File: src/rtl/touch_pkg.sv
`default_nettype none
// ============================================================================
// Module      : touch_pkg
// Description : Shared constants and helpers for the touch event generator.
// Revision    : 1.0 - initial release
// ============================================================================
package touch_pkg;

    localparam logic [1:0] c_idle = 2'd0;
    localparam logic [1:0] c_deb  = 2'd1;
    localparam logic [1:0] c_emit = 2'd2;
    localparam logic [1:0] c_wrel = 2'd3;

    // Panel extent; coordinates at or beyond these are off-panel.
    localparam logic [15:0] c_x_max = 16'd800;
    localparam logic [15:0] c_y_max = 16'd480;

    function automatic logic [31:0] pack_xy(input logic [15:0] x, input logic [15:0] y);
        return {x, y};
    endfunction

endpackage
`default_nettype wire

File: src/rtl/touch_win_cmp.sv
`default_nettype none
// ============================================================================
// Module      : touch_win_cmp
// Description : Combinational jitter-window check of a sample against a reference.
// Revision    : 1.0 - initial release
// ============================================================================
module touch_win_cmp #(
    parameter int JITTER = 8
) (
    input  logic [15:0] i_x,
    input  logic [15:0] i_y,
    input  logic [15:0] i_rx,
    input  logic [15:0] i_ry,
    output logic        o_in_win
);

    logic signed [16:0] w_dx;
    logic signed [16:0] w_dy;
    logic        [16:0] w_adx;
    logic        [16:0] w_ady;

    // 17-bit signed differences keep the full 16-bit span without wrapping.
    always_comb begin
        w_dx     = $signed({1'b0, i_x}) - $signed({1'b0, i_rx});
        w_dy     = $signed({1'b0, i_y}) - $signed({1'b0, i_ry});
        w_adx    = w_dx[16] ? 17'(-w_dx) : 17'(w_dx);
        w_ady    = w_dy[16] ? 17'(-w_dy) : 17'(w_dy);
        o_in_win = (w_adx <= 17'(JITTER)) && (w_ady <= 17'(JITTER));
    end

endmodule
`default_nettype wire

File: src/rtl/touch_event_gen.sv
`default_nettype none
// ============================================================================
// Module      : touch_event_gen
// Description : Debounces touch-panel samples into one touch_valid pulse per press.
//               Define TOUCH_AVG_EN to report the average of the debounce samples.
// Revision    : 1.0 - initial release
// ============================================================================
module touch_event_gen
    import touch_pkg::*;
#(
    parameter int          DEB_CNT      = 4,
    parameter int          REL_CNT      = 3,
    parameter int          PULSE_CYCLES = 5,
    parameter int          JITTER       = 8,
    parameter logic [15:0] X_MAX        = c_x_max,
    parameter logic [15:0] Y_MAX        = c_y_max
) (
    input  logic        clk,
    input  logic        rst,
    input  logic        raw_vld,
    input  logic        raw_press,
    input  logic [15:0] raw_x,
    input  logic [15:0] raw_y,
    output logic        touch_valid,
    output logic [31:0] data,
    output logic        busy
);

    localparam logic [3:0] c_deb_last   = 4'(DEB_CNT - 1);
    localparam logic [3:0] c_rel_last   = 4'(REL_CNT - 1);
    localparam logic [7:0] c_pulse_last = 8'(PULSE_CYCLES - 1);

    logic [1:0]  r_state;
    logic [15:0] r_ref_x;
    logic [15:0] r_ref_y;
    logic [3:0]  r_deb_cnt;
    logic [3:0]  r_rel_cnt;
    logic [7:0]  r_pulse_cnt;
    logic        r_valid;
    logic [31:0] r_data;

    logic        w_pressed;
    logic        w_released;
    logic        w_in_win;
    logic [31:0] w_emit_data;

    assign w_pressed  = raw_vld & raw_press & (raw_x < X_MAX) & (raw_y < Y_MAX);
    assign w_released = raw_vld & ~w_pressed;

    touch_win_cmp #(
        .JITTER (JITTER)
    ) u_win_cmp (
        .i_x      (raw_x),
        .i_y      (raw_y),
        .i_rx     (r_ref_x),
        .i_ry     (r_ref_y),
        .o_in_win (w_in_win)
    );

`ifdef TOUCH_AVG_EN
    localparam int c_shift = $clog2(DEB_CNT);

    logic [19:0] r_acc_x;
    logic [19:0] r_acc_y;
    logic [19:0] w_sum_x;
    logic [19:0] w_sum_y;

    // The final in-window sample is folded in combinationally at emit time.
    assign w_sum_x     = r_acc_x + 20'(raw_x);
    assign w_sum_y     = r_acc_y + 20'(raw_y);
    assign w_emit_data = pack_xy(16'(w_sum_x >> c_shift), 16'(w_sum_y >> c_shift));

    always_ff @(posedge clk or posedge rst) begin
        if (rst) begin
            r_acc_x <= 20'd0;
            r_acc_y <= 20'd0;
        end else if (w_pressed && (r_state == c_idle || (r_state == c_deb && !w_in_win))) begin
            r_acc_x <= 20'(raw_x);
            r_acc_y <= 20'(raw_y);
        end else if (w_pressed && r_state == c_deb) begin
            r_acc_x <= w_sum_x;
            r_acc_y <= w_sum_y;
        end
    end
`else
    assign w_emit_data = pack_xy(r_ref_x, r_ref_y);
`endif

    always_ff @(posedge clk or posedge rst) begin
        if (rst) begin
            r_state     <= c_idle;
            r_ref_x     <= 16'd0;
            r_ref_y     <= 16'd0;
            r_deb_cnt   <= 4'd0;
            r_rel_cnt   <= 4'd0;
            r_pulse_cnt <= 8'd0;
            r_valid     <= 1'b0;
            r_data      <= 32'd0;
        end else begin
            case (r_state)
                c_idle: begin
                    if (w_pressed) begin
                        r_ref_x   <= raw_x;
                        r_ref_y   <= raw_y;
                        r_deb_cnt <= 4'd1;
                        r_state   <= c_deb;
                    end
                end
                c_deb: begin
                    if (w_pressed && w_in_win) begin
                        if (r_deb_cnt == c_deb_last) begin
                            r_data      <= w_emit_data;
                            r_valid     <= 1'b1;
                            r_pulse_cnt <= c_pulse_last;
                            r_deb_cnt   <= 4'd0;
                            r_state     <= c_emit;
                        end else begin
                            r_deb_cnt <= r_deb_cnt + 4'd1;
                        end
                    end else if (w_pressed) begin
                        r_ref_x   <= raw_x;
                        r_ref_y   <= raw_y;
                        r_deb_cnt <= 4'd1;
                    end else if (w_released) begin
                        r_deb_cnt <= 4'd0;
                        r_state   <= c_idle;
                    end
                end
                c_emit: begin
                    if (r_pulse_cnt == 8'd0) begin
                        r_valid   <= 1'b0;
                        r_rel_cnt <= 4'd0;
                        r_state   <= c_wrel;
                    end else begin
                        r_pulse_cnt <= r_pulse_cnt - 8'd1;
                    end
                end
                c_wrel: begin
                    if (w_released) begin
                        if (r_rel_cnt == c_rel_last) begin
                            r_rel_cnt <= 4'd0;
                            r_state   <= c_idle;
                        end else begin
                            r_rel_cnt <= r_rel_cnt + 4'd1;
                        end
                    end else if (w_pressed) begin
                        r_rel_cnt <= 4'd0;
                    end
                end
                default: r_state <= c_idle;
            endcase
        end
    end

    assign touch_valid = r_valid;
    assign data        = r_data;
    assign busy        = (r_state != c_idle);

endmodule
`default_nettype wire

File: config.mk
export PLATFORM = sky130hd
export DESIGN_NAME = touch_event_gen
export DESIGN_NICKNAME = d
export VERILOG_FILES = /design/src/rtl/touch_pkg.sv /design/src/rtl/touch_win_cmp.sv /design/src/rtl/touch_event_gen.sv
export SDC_FILE = /design/constraint.sdc
export NUM_CORES = 1
export LEC_CHECK = 0
export CAP_MARGIN = 20
export CORE_ASPECT_RATIO = 1.5
export CORE_UTILIZATION = 52
export CTS_CLUSTER_SIZE = 30
export DETAILED_ROUTE_END_ITERATION = 6
export PLACE_DENSITY = 0.86
export SLEW_MARGIN = 10
export SYNTH_ARGS = -nofsm -noshare
export SYNTH_HDL_FRONTEND = slang
export SYNTH_SLANG_ARGS = --single-unit
File: constraint.sdc
create_clock -name clk -period 4.7 [get_ports clk]
set_clock_uncertainty 0.1 [all_clocks]
set_input_delay 0.705 -clock clk [delete_from_list [all_inputs] [get_ports clk]]
set_output_delay 0.705 -clock clk [all_outputs]
set_load 0.05 [all_outputs]
* Yosys cells after proc, flatten, opt, wreduce, memory -nomap -nowiden *
Index checks and enable logic that the tools add are counted.
W data, S select, Z words.

word-level totals
  bits of input ports = 36
  word-level logic and storage cells = 93
  bits in registers = 83

operators by class
  reduce and logical (&&, ||, !) cells = 15
  muxes and demuxes = 36
  bitwise logic cells = 5
  add/subtract/negate cells = 7
  $lt $le $gt $ge = 4
  equal/unequal tests = 18

operator list
  operator                number
  $mux W16                4
  $pmux W16 S2            2
  $mux W4                 9
  $le A17 B4 Y1 const B   2
  $mux W17                2
  $neg A17 Y17            2
  $sub A16 B16 Y17        2
  $mux W8                 3
  $lt A16 B10 Y1 const B  1
  $lt A16 B9 Y1 const B   1
  $mux W2                 8
  $ne A2 B2 Y1 const B    8
  $pmux W4 S2             2
  $pmux W8 S2             1
  $ne A3 B3 Y1 const B    4
  $reduce_and A3 Y1       3
  $add A4 B1 Y4 const B   2
  $eq A4 B2 Y1 const B    2
  $logic_not A8 Y1        1
  $pmux W2 S4             1
  $reduce_and A4 Y1       2
  $reduce_bool A2 Y1      4
  $sub A8 B1 Y8 const B   1
  $reduce_and A7 Y1       1
  10 further kinds        17

* Depth between registers and ports, before layout *
Gate-level depths: netlist (run 1).

  word-level depth = 9
  depth in mapped cells = 18
  gate-level depth less buffers = 15

* Hierarchy *
From an unflattened synthesis (run 1), not the netlist that was laid out.

second synthesis, totals
  cells, all modules = 642
  area, all modules = 6144.6 µm²

by module, submodules not included
  module           instances  cells an instance  area each (µm²)  seq. area each (µm²)
  touch_event_gen  1          262                3559.7           2077.0
  touch_win_cmp    1          380                2585.0           0.0

* Least setup slack after synthesis (run 1) *
No wires, ideal clock.

  path kind = in2reg
  from = in raw_y[0]
  to = reg r_ref_x[0]
  setup slack = -0.293 ns
  data arrival time = 4.768 ns
  path buffers = 1
  cell stages on the path = 15
  required time = 4.475 ns
  cells stage by stage = inv_1 ha_1 fa_1 nand2b_1 a21oi_1 xor2_1 nor3_1 and3_1 o211ai_1 or3b_1 or3_1 a211o_1 o41ai_4 buf_6 mux2_4

on the way
  cells in the longest elaborated chain, start to end = 8
  elaborated cells on any way between the ends = 13

ends and longest elaborated chain
  what                                line                    text
  start: declaration                  touch_event_gen.sv:23   input logic [15:0] raw_y,
  $sub A16 B16 Y17                    touch_win_cmp.sv:25     w_dy = $signed({1'b0, i_y}) - $signed({1'b0, i_ry});
  $neg A17 Y17                        touch_win_cmp.sv:27     w_ady = w_dy[16] ? 17'(-w_dy) : 17'(w_dy);
  $mux W17                            touch_win_cmp.sv:27
  $le A17 B4 Y1                       touch_win_cmp.sv:28     o_in_win = (w_adx <= 17'(JITTER)) && (w_ady <= 17'(JITTER));
  $logic_and A1 B1 Y1                 touch_win_cmp.sv:28
  $logic_and A1 B1 Y1                 touch_event_gen.sv:110  if (w_pressed && w_in_win) begin
  $ne A2 B2 Y1 (no source line)       -
  $reduce_and A2 Y1 (no source line)  -
  end signal: assignment              touch_event_gen.sv:103  r_ref_x <= raw_x;
  end signal: assignment              touch_event_gen.sv:121  r_ref_x <= raw_x;
  end: declaration                    touch_event_gen.sv:34   logic [15:0] r_ref_x;

Several ways; a longest one is shown, not always the timed one. The select of a mux whose other input is x is not followed.
A chain may end at the register's enable or synchronous reset.

* Worst setup path in the final report (run 1) *
  from = in raw_y[6]
  to = reg r_ref_x[8]

The elaborated chain is that of the path after synthesis.

==> results of run 1 <==
-- where the power goes --
| group | internal, mW | switching (mW) | total, mW |
|---|---|---|---|
| sequential | 0.714 | 0.000317 | 0.714 |
| clock | 0.432 | 0.336 | 0.768 |
| combinational | 0.258 | 0.283 | 0.541 |
-- layer usage --
layer / global-route usage [%] / vias to the layer above / wire (µm)
li1: - / 3134 / -
met1: 37.8 / 3574 / 8540
met2: 69.9 / 603 / 13800
met3: 7.81 / 243 / 2200
met4: 28.7 / 0 / 2760
met5: 0 / - / 0
-- sequential cells by signal (all words and copies together), names as in the netlist, named ones only --
signal,cells
r_state,1
r_pulse_cnt,8
data,32
touch_valid,1
r_deb_cnt,4
r_ref_x,16
r_ref_y,16
r_rel_cnt,4
-- final cells by class --
type	count	area (µm²)
Inverter	49	185
Clock buffer	10	239
Timing Repair Buffer	275	2330
Fill cell	620	2080
Multi-Input combinational cell	544	4840
Clock inverter	6	71.3
Sequential cell	83	2080
Tap cell	153	191
-- cells by family after synthesis --
logic type      Yosys count
mux                      59
xor+xnor                 17
fa+ha+maj                39
compound gates          212
buf+inv                  68
flops                    83
simple gates            217
-- layout by cell type, fill, tap and decap left out, drive strengths merged, types with 6 or more instances in the layout --
cell type / n
nand4: 10
mux2: 52
nand3: 22
nor2: 38
a31oi: 7
mux2i: 7
clkbuf: 11
clkdlybuf4s50: 47
inv: 50
nand2: 42
o21a: 8
and3: 9
o211ai: 16
nand2b: 17
nor4: 8
buf: 207
or2: 6
or3: 9
a21oi: 48
a211o: 7
xnor2: 10
a21o: 15
dlymetal6s2s: 8
o21ai: 35
and2: 8
dlygate4sd2: 9
xor2: 7
nor3: 13
a21boi: 10
ha: 37
a211oi: 16
dfrtp: 83
nor3b: 7
nor2b: 10
-- metrics by stage --
step | std cells | total power, mW | utilization [%] | hold slack, ns
floorplan | 695 | 0.935 | - | 0.346
global placement | 1068 | 1.13 | 71.4 | 0.370
detailed placement | 1068 | 1.14 | 71.4 | 0.387
CTS | 1106 | 1.92 | 78.6 | 0.402
global route | 1120 | 2.08 | 82.7 | 0.428
finish | 1120 | 2.02 | 82.7 | 0.403
-- critical path, stage by stage --
cell	delay, ns
dlygate4sd2_1	0.29
ha_4	0.32
buf_4	0.14
nor2b_1	0.08
a221o_1	0.38
a211oi_2	0.26
a21boi_4	0.25
buf_4	0.15
buf_4	0.13
nand3_1	0.10
a211o_1	0.35
buf_4	0.15
a32oi_1	0.17
and3_1	0.21
nand4_1	0.18
o41ai_4	0.41
buf_4	0.22
buf_8	0.15
mux2_4	0.31
-- repair_timing --
action                     in CTS  in global routing
setup endpoints to repair      55                 77
buffers inserted               21                 14
cloned                          2                  0
gates resized for setup        91                 78
pin swaps                      39                 35
-- path summary, 6_finish.rpt --
check	from	to	slack (ns)	depth (start not counted)
max	raw_y[6]	r_ref_x[8]	-0.12	19
min in group asynchronous	rst	data[28]	0.77	2
min	data[6]	data[6]	0.40	1
max reg2reg	r_ref_y[0]	r_ref_x[8]	0.01	19
max in group asynchronous	rst	data[6]	2.81	3
min reg2reg	data[6]	data[6]	0.40	1
==> run summary, run 1 <==
Startpoint types - input port
Xor and xnor area share after synthesis - 2.32%
Outcome - complete, but fails checks
Vias - 7554
# IOs - 70
Cell Rows - 49
Worst-path fanout max - 6
H-tree levels - 3
Vias per cell - 6.74
Mapped Nets - 770
CTS sink count - 83
Antenna Diode Count - 0
Post-synth top area share - 32.4%
Largest family of logic cells by synthesized area - compound AO/OA/AOI/OAI gates
Wirelength per Cell - 24.4 µm
Setup WS pre-CTS - -0.616 ns
CTS buffer count - 9
Flops & latches, synth - 83
Power per cell area - 204 mW/mm²
Area share of and/or/nand/nor cells after synthesis - 18.6%
Area growth syn-to-layout - 54.9%
Total GRT Usage - 38.6%
Top-count cell post-synth - dfrtp_1
Die height - 138 µm
Proportion of synthesized area in mux cells - 10.7%
Antenna violations before repair - 0
Root Buffer - clkbuf_16
Most area-consuming cells after synthesis - dfrtp_1 32%, mux2_2 7.5%, ha_1 7.2%
Share of layout cells above drive strength 1 - 40.7%
Library cells used by synthesis - 78
Nets@finish - 1037
Clk slew on worst S/H paths - 0.07 ns
Peak Freq - 208 MHz
Later-pin clock latency in the skew report - 0.35 ns
Hold WC Path Type - reg2reg
Synth Area in Compound Gates - 23.7%
Violations in the final reports - negative setup slack
Total negative setup slack - -1.99 ns
CTS tree - yes
Min Tclk post-route - 4.82 ns
Core ar. - 0.0120 mm²
Starting Density - 53.4%
Setup crit end kind - register
First-pass GRT wire length - 38.2 mm
I/O Buffers - 69
Post-detail-place hpwl - 15.7 mm
Max Slew Vio Count - 0
CTS Buffer Depth - 2
Ys Warns - 0
1st-pass router iterations - 5
Post-Synth Adder-Cell Area - 7.84%
Synthesized area - 0.00641 mm²
Detailed Route Iter0 Violations - 596
Max Cap Viol - 0
Commonest cells in the netlist - 83 x dfrtp_1, 49 x inv_1, 45 x a21oi_1
Largest net degree at the start of global routing - 56
Post-Syn Area per Cell - 9.23 µm²
Post-CTS Hold Buffers - 0
Largest area contributor in the netlist - dfrtp_1
Post-synth EDFFs - 0
Sequential fraction of the synthesis area - 32.4%
Final setup viols - 29
Setup WS post-layout - -0.118 ns
Die width - 92.7 µm
Final count of hold timing violations - 0
Post-synthesis cell count - 695
Design Area, Final - 0.00994 mm²
Final GP Congestion - 0.979
Detail Route Antenna Nets - 0
Measured slew at the worst slew-check pin - 0.978 ns
FFs w/ async S/R, synth - 100%
Max VDD drop - 0.181 mV
# DRC - 0
Leak - 4.54 nW
Arrival @ worst endpoint - 4.95 ns
Main synth FF type - dfrtp_1
Vias in the first global route - 7811
Fin crit share - 103%
Gr ovfl total - 0
CP Class - in2reg
Max-slew headroom - 34.8%
Post-Place Cell Area - 0.00858 mm²
DIE AREA - 0.0128 mm²
Worst EP required - 4.83 ns
Routed WL - 27.3 mm
Note: power is estimated with default switching activity, not from simulation.
==> inputs of run 2 (changes only) <==
- RECOVER_POWER: unset -> 25
- SKIP_CTS_REPAIR_TIMING: unset -> 1
==> run 2 against run 1 <==
Against the previous run: the run ends with max-capacitance violations, max-slew violations, negative setup slack left; via count down 2.2%; maximum frequency fell by 3.6%; core utilization fell by 0.31 points; die area unchanged; sequential power about the same; first-iteration DRC count shrank 0.34%; sequential cell count did not move; total power down 0.57%; critical path type unchanged.
==> run summary, run 2 (same netlist as run 1, synthesis figures left out) <==
Outcome - complete, but fails checks (unchanged)
Violations in the final reports - max-capacitance violations, max-slew violations, negative setup slack (was negative setup slack)
Top delay family on crit path - compound AO/OA/AOI/OAI gates (unchanged)
Measured slew at the worst slew-check pin - 2.47 ns (was 0.978 ns)
Nets@finish - 1028 (was 1037)
Post-Place Cell Area - 0.00858 mm² (unchanged)
Max VDD drop - 0.191 mV (was 0.181 mV)
Max reg flops - 32 (unchanged)
Share of layout cells above drive strength 1 - 39.9% (was 40.7%)
Final cell count without fillers - 1111 (was 1120)
Starting Density - 53.4% (unchanged)
Worst-path fanout max - 6 (unchanged)
Internal power - 1.40 mW (about the same)
DIE AREA - 0.0128 mm² (unchanged)
Detail Route Antenna Nets - 0 (unchanged)
Placed cell count - 1068 (unchanged)
Setup WS pre-CTS - -0.616 ns (unchanged)
Final count of hold timing violations - 0 (unchanged)
Power per cell area - 203 mW/mm² (was 204 mW/mm²)
RSZ-0062 raised after global routing - yes
Fin crit share - 106% (was 103%)
CTS sink count - 83 (unchanged)
# DRC - 0 (unchanged)
Vias per cell - 6.65 (was 6.74)
Clock share of power - 38.6% (was 38.0%)
Design Area, Final - 0.00990 mm² (was 0.00994 mm²)
Most frequent cells in the layout - 184 x buf_4, 83 x dfrtp_1, 49 x clkdlybuf4s50_1 (was 194 x buf_4, 83 x dfrtp_1, 47 x clkdlybuf4s50_1)
Routed WL - 26.5 mm (was 27.3 mm)
Total GRT Usage - 32.4% (was 38.6%)
Later-pin clock latency in the skew report - 0.36 ns (was 0.35 ns)
Detailed Route Iter0 Violations - 594 (was 596)
Hold WC Path Type - reg2reg (unchanged)
Cell Rows - 49 (unchanged)
Met3 usage - 6.82% (was 7.81%)
Die height - 138 µm (unchanged)
Root Buffer - clkbuf_16 (unchanged)
Setup WS post-layout - -0.297 ns (was -0.118 ns)
Critical Path, Cell by Cell - clkbuf_2, inv_1, ha_2, fa_2, buf_4, nor2b_2, o211ai_1, a211oi_2, a21boi_4, buf_12, nand3_2, a211oi_2, a31oi_1, a2111o_1, a211o_1, o41ai_4, buf_4, clkbuf_4, mux2_4 (was dlygate4sd2_1, ha_4, buf_4, nor2b_1, a221o_1, a211oi_2, a21boi_4, buf_4, buf_4, nand3_1, a211o_1, buf_4, a32oi_1, and3_1, nand4_1, o41ai_4, buf_4, buf_8, mux2_4)
Vias - 7390 (was 7554)
Post-detail-place hpwl - 15.7 mm (unchanged)
Clk slew on worst S/H paths - 0.07 ns (about the same)
Arrival @ worst endpoint - 5.14 ns (was 4.95 ns)
1st-pass router iterations - 5 (unchanged)
# IOs - 70 (unchanged)
Switch share - 30.6% (about the same)
Wirelength per Cell - 23.8 µm (was 24.4 µm)
Area growth syn-to-layout - 54.3% (was 54.9%)
Critical path buffers and inverters - 6 (was 7)
Comb pwr share - 25.9% (was 26.7%)
Area of the multi-input gates - 0.00479 mm² (was 0.00484 mm²)
I/O Buffers - 69 (unchanged)
Min Tclk post-route - 5.00 ns (was 4.82 ns)
H-tree levels - 3 (unchanged)
Die width - 92.7 µm (unchanged)
Gr ovfl total - 0 (unchanged)
CTS Buffer Depth - 2 (unchanged)
First-pass GRT wire length - 33.0 mm (was 38.2 mm)
CTS buffer count - 9 (unchanged)
Commonest non-fill, non-tap cell in the layout - buf_4 (unchanged)
Total negative setup slack - -10.95 ns (was -1.99 ns)
Reg area - 0.00208 mm² (unchanged)
Seq pwr share - 35.5% (was 35.3%)
CP Class - in2reg (unchanged)
Worst EP required - 4.84 ns (was 4.83 ns)
Grt met1 use - 30.5% (was 37.8%)
Core ar. - 0.0120 mm² (unchanged)
Max Slew Vio Count - 56 (was 0)
Antenna violations before repair - 0 (unchanged)
Final setup viols - 62 (was 29)
Max Cap Viol - 1 (was 0)
Startpoint types - input port (unchanged)
Max-slew headroom - -65.8% (was 34.8%)
Max incr delay on CP - 0.51 ns (was 0.41 ns)
FILL cells - 608 (was 620)
Vias in the first global route - 7246 (was 7811)
Overall power - 2.01 mW (was 2.02 mW)
P_sw - 615 µW (was 619 µW)
Met2 Usage GRT - 59.7% (was 69.9%)
Largest net degree at the start of global routing - 56 (unchanged)
Antenna Diode Count - 0 (unchanged)
Setup crit end kind - register (unchanged)
Peak Freq - 200 MHz (was 208 MHz)
Final GP Congestion - 0.979 (unchanged)
CTS tree - yes (unchanged)
CP max-delay cell - a211oi_2 (was o41ai_4)
Leak - 4.57 nW (was 4.54 nW)
Most used routing layer - met2 (unchanged)
run 2: area by class of cell:
type                            instances  share of cell area [%]
Tap cell                              153                    1.93
Multi-Input combinational cell        544                    48.4
Inverter                               49                    1.91
Clock buffer                           10                    2.41
Sequential cell                        83                    21.0
Timing Repair Buffer                  266                    23.6
Clock inverter                          6                   0.721
run 2: power by group through the flow:
stage / Combinational (mW) / Sequential, mW / Clock [mW]
floorplan: 0.207 / 0.728 / 0
global placement: 0.399 / 0.728 / 0
detailed placement: 0.410 / 0.728 / 0
CTS: 0.414 / 0.715 / 0.756
global route: 0.546 / 0.714 / 0.801
finish: 0.521 / 0.715 / 0.777
run 2: per-layer routing:
metal / vias to the layer above / part of all wire [%]
met5: - / 0
met4: 0 / 8.8
met3: 214 / 6.8
met2: 477 / 52
met1: 3581 / 32
li1: 3118 / -
run 2: worst reg2reg max path: stages (launching register included):
cell      delay (ns)
dfrtp_1         0.42
ha_2            0.22
fa_2            0.43
buf_4           0.16
nor2b_2         0.17
o211ai_1        0.13
a211oi_2        0.30
a21boi_4        0.28
buf_12          0.14
nand3_2         0.17
a211oi_2        0.51
a31oi_1         0.10
a2111o_1        0.38
a211o_1         0.32
o41ai_4         0.23
buf_4           0.21
clkbuf_4        0.23
mux2_4          0.32
run 2: per-stage QoR:
step	hold WS, ns	utilization (%)
after floorplan	0.346	-
after detailed placement	0.387	71.4
after global routing	0.426	82.4
after CTS	0.402	73.9
after global placement	0.370	71.4
final	0.400	82.4
run 2: worst paths after layout:
| path | from | endpoint | slack, ns | depth (start not counted) |
|---|---|---|---|---|
| max in group asynchronous | rst | data[6] | 1.85 | 3 |
| hold reg to reg | r_rel_cnt[3] | r_rel_cnt[3] | 0.40 | 1 |
| setup / recovery | raw_y[0] | r_ref_x[3] | -0.30 | 19 |
| hold / removal | r_rel_cnt[3] | r_rel_cnt[3] | 0.40 | 1 |
| min in group asynchronous | rst | data[29] | 1.38 | 2 |
| setup reg to reg | r_ref_y[0] | r_ref_x[3] | -0.22 | 17 |
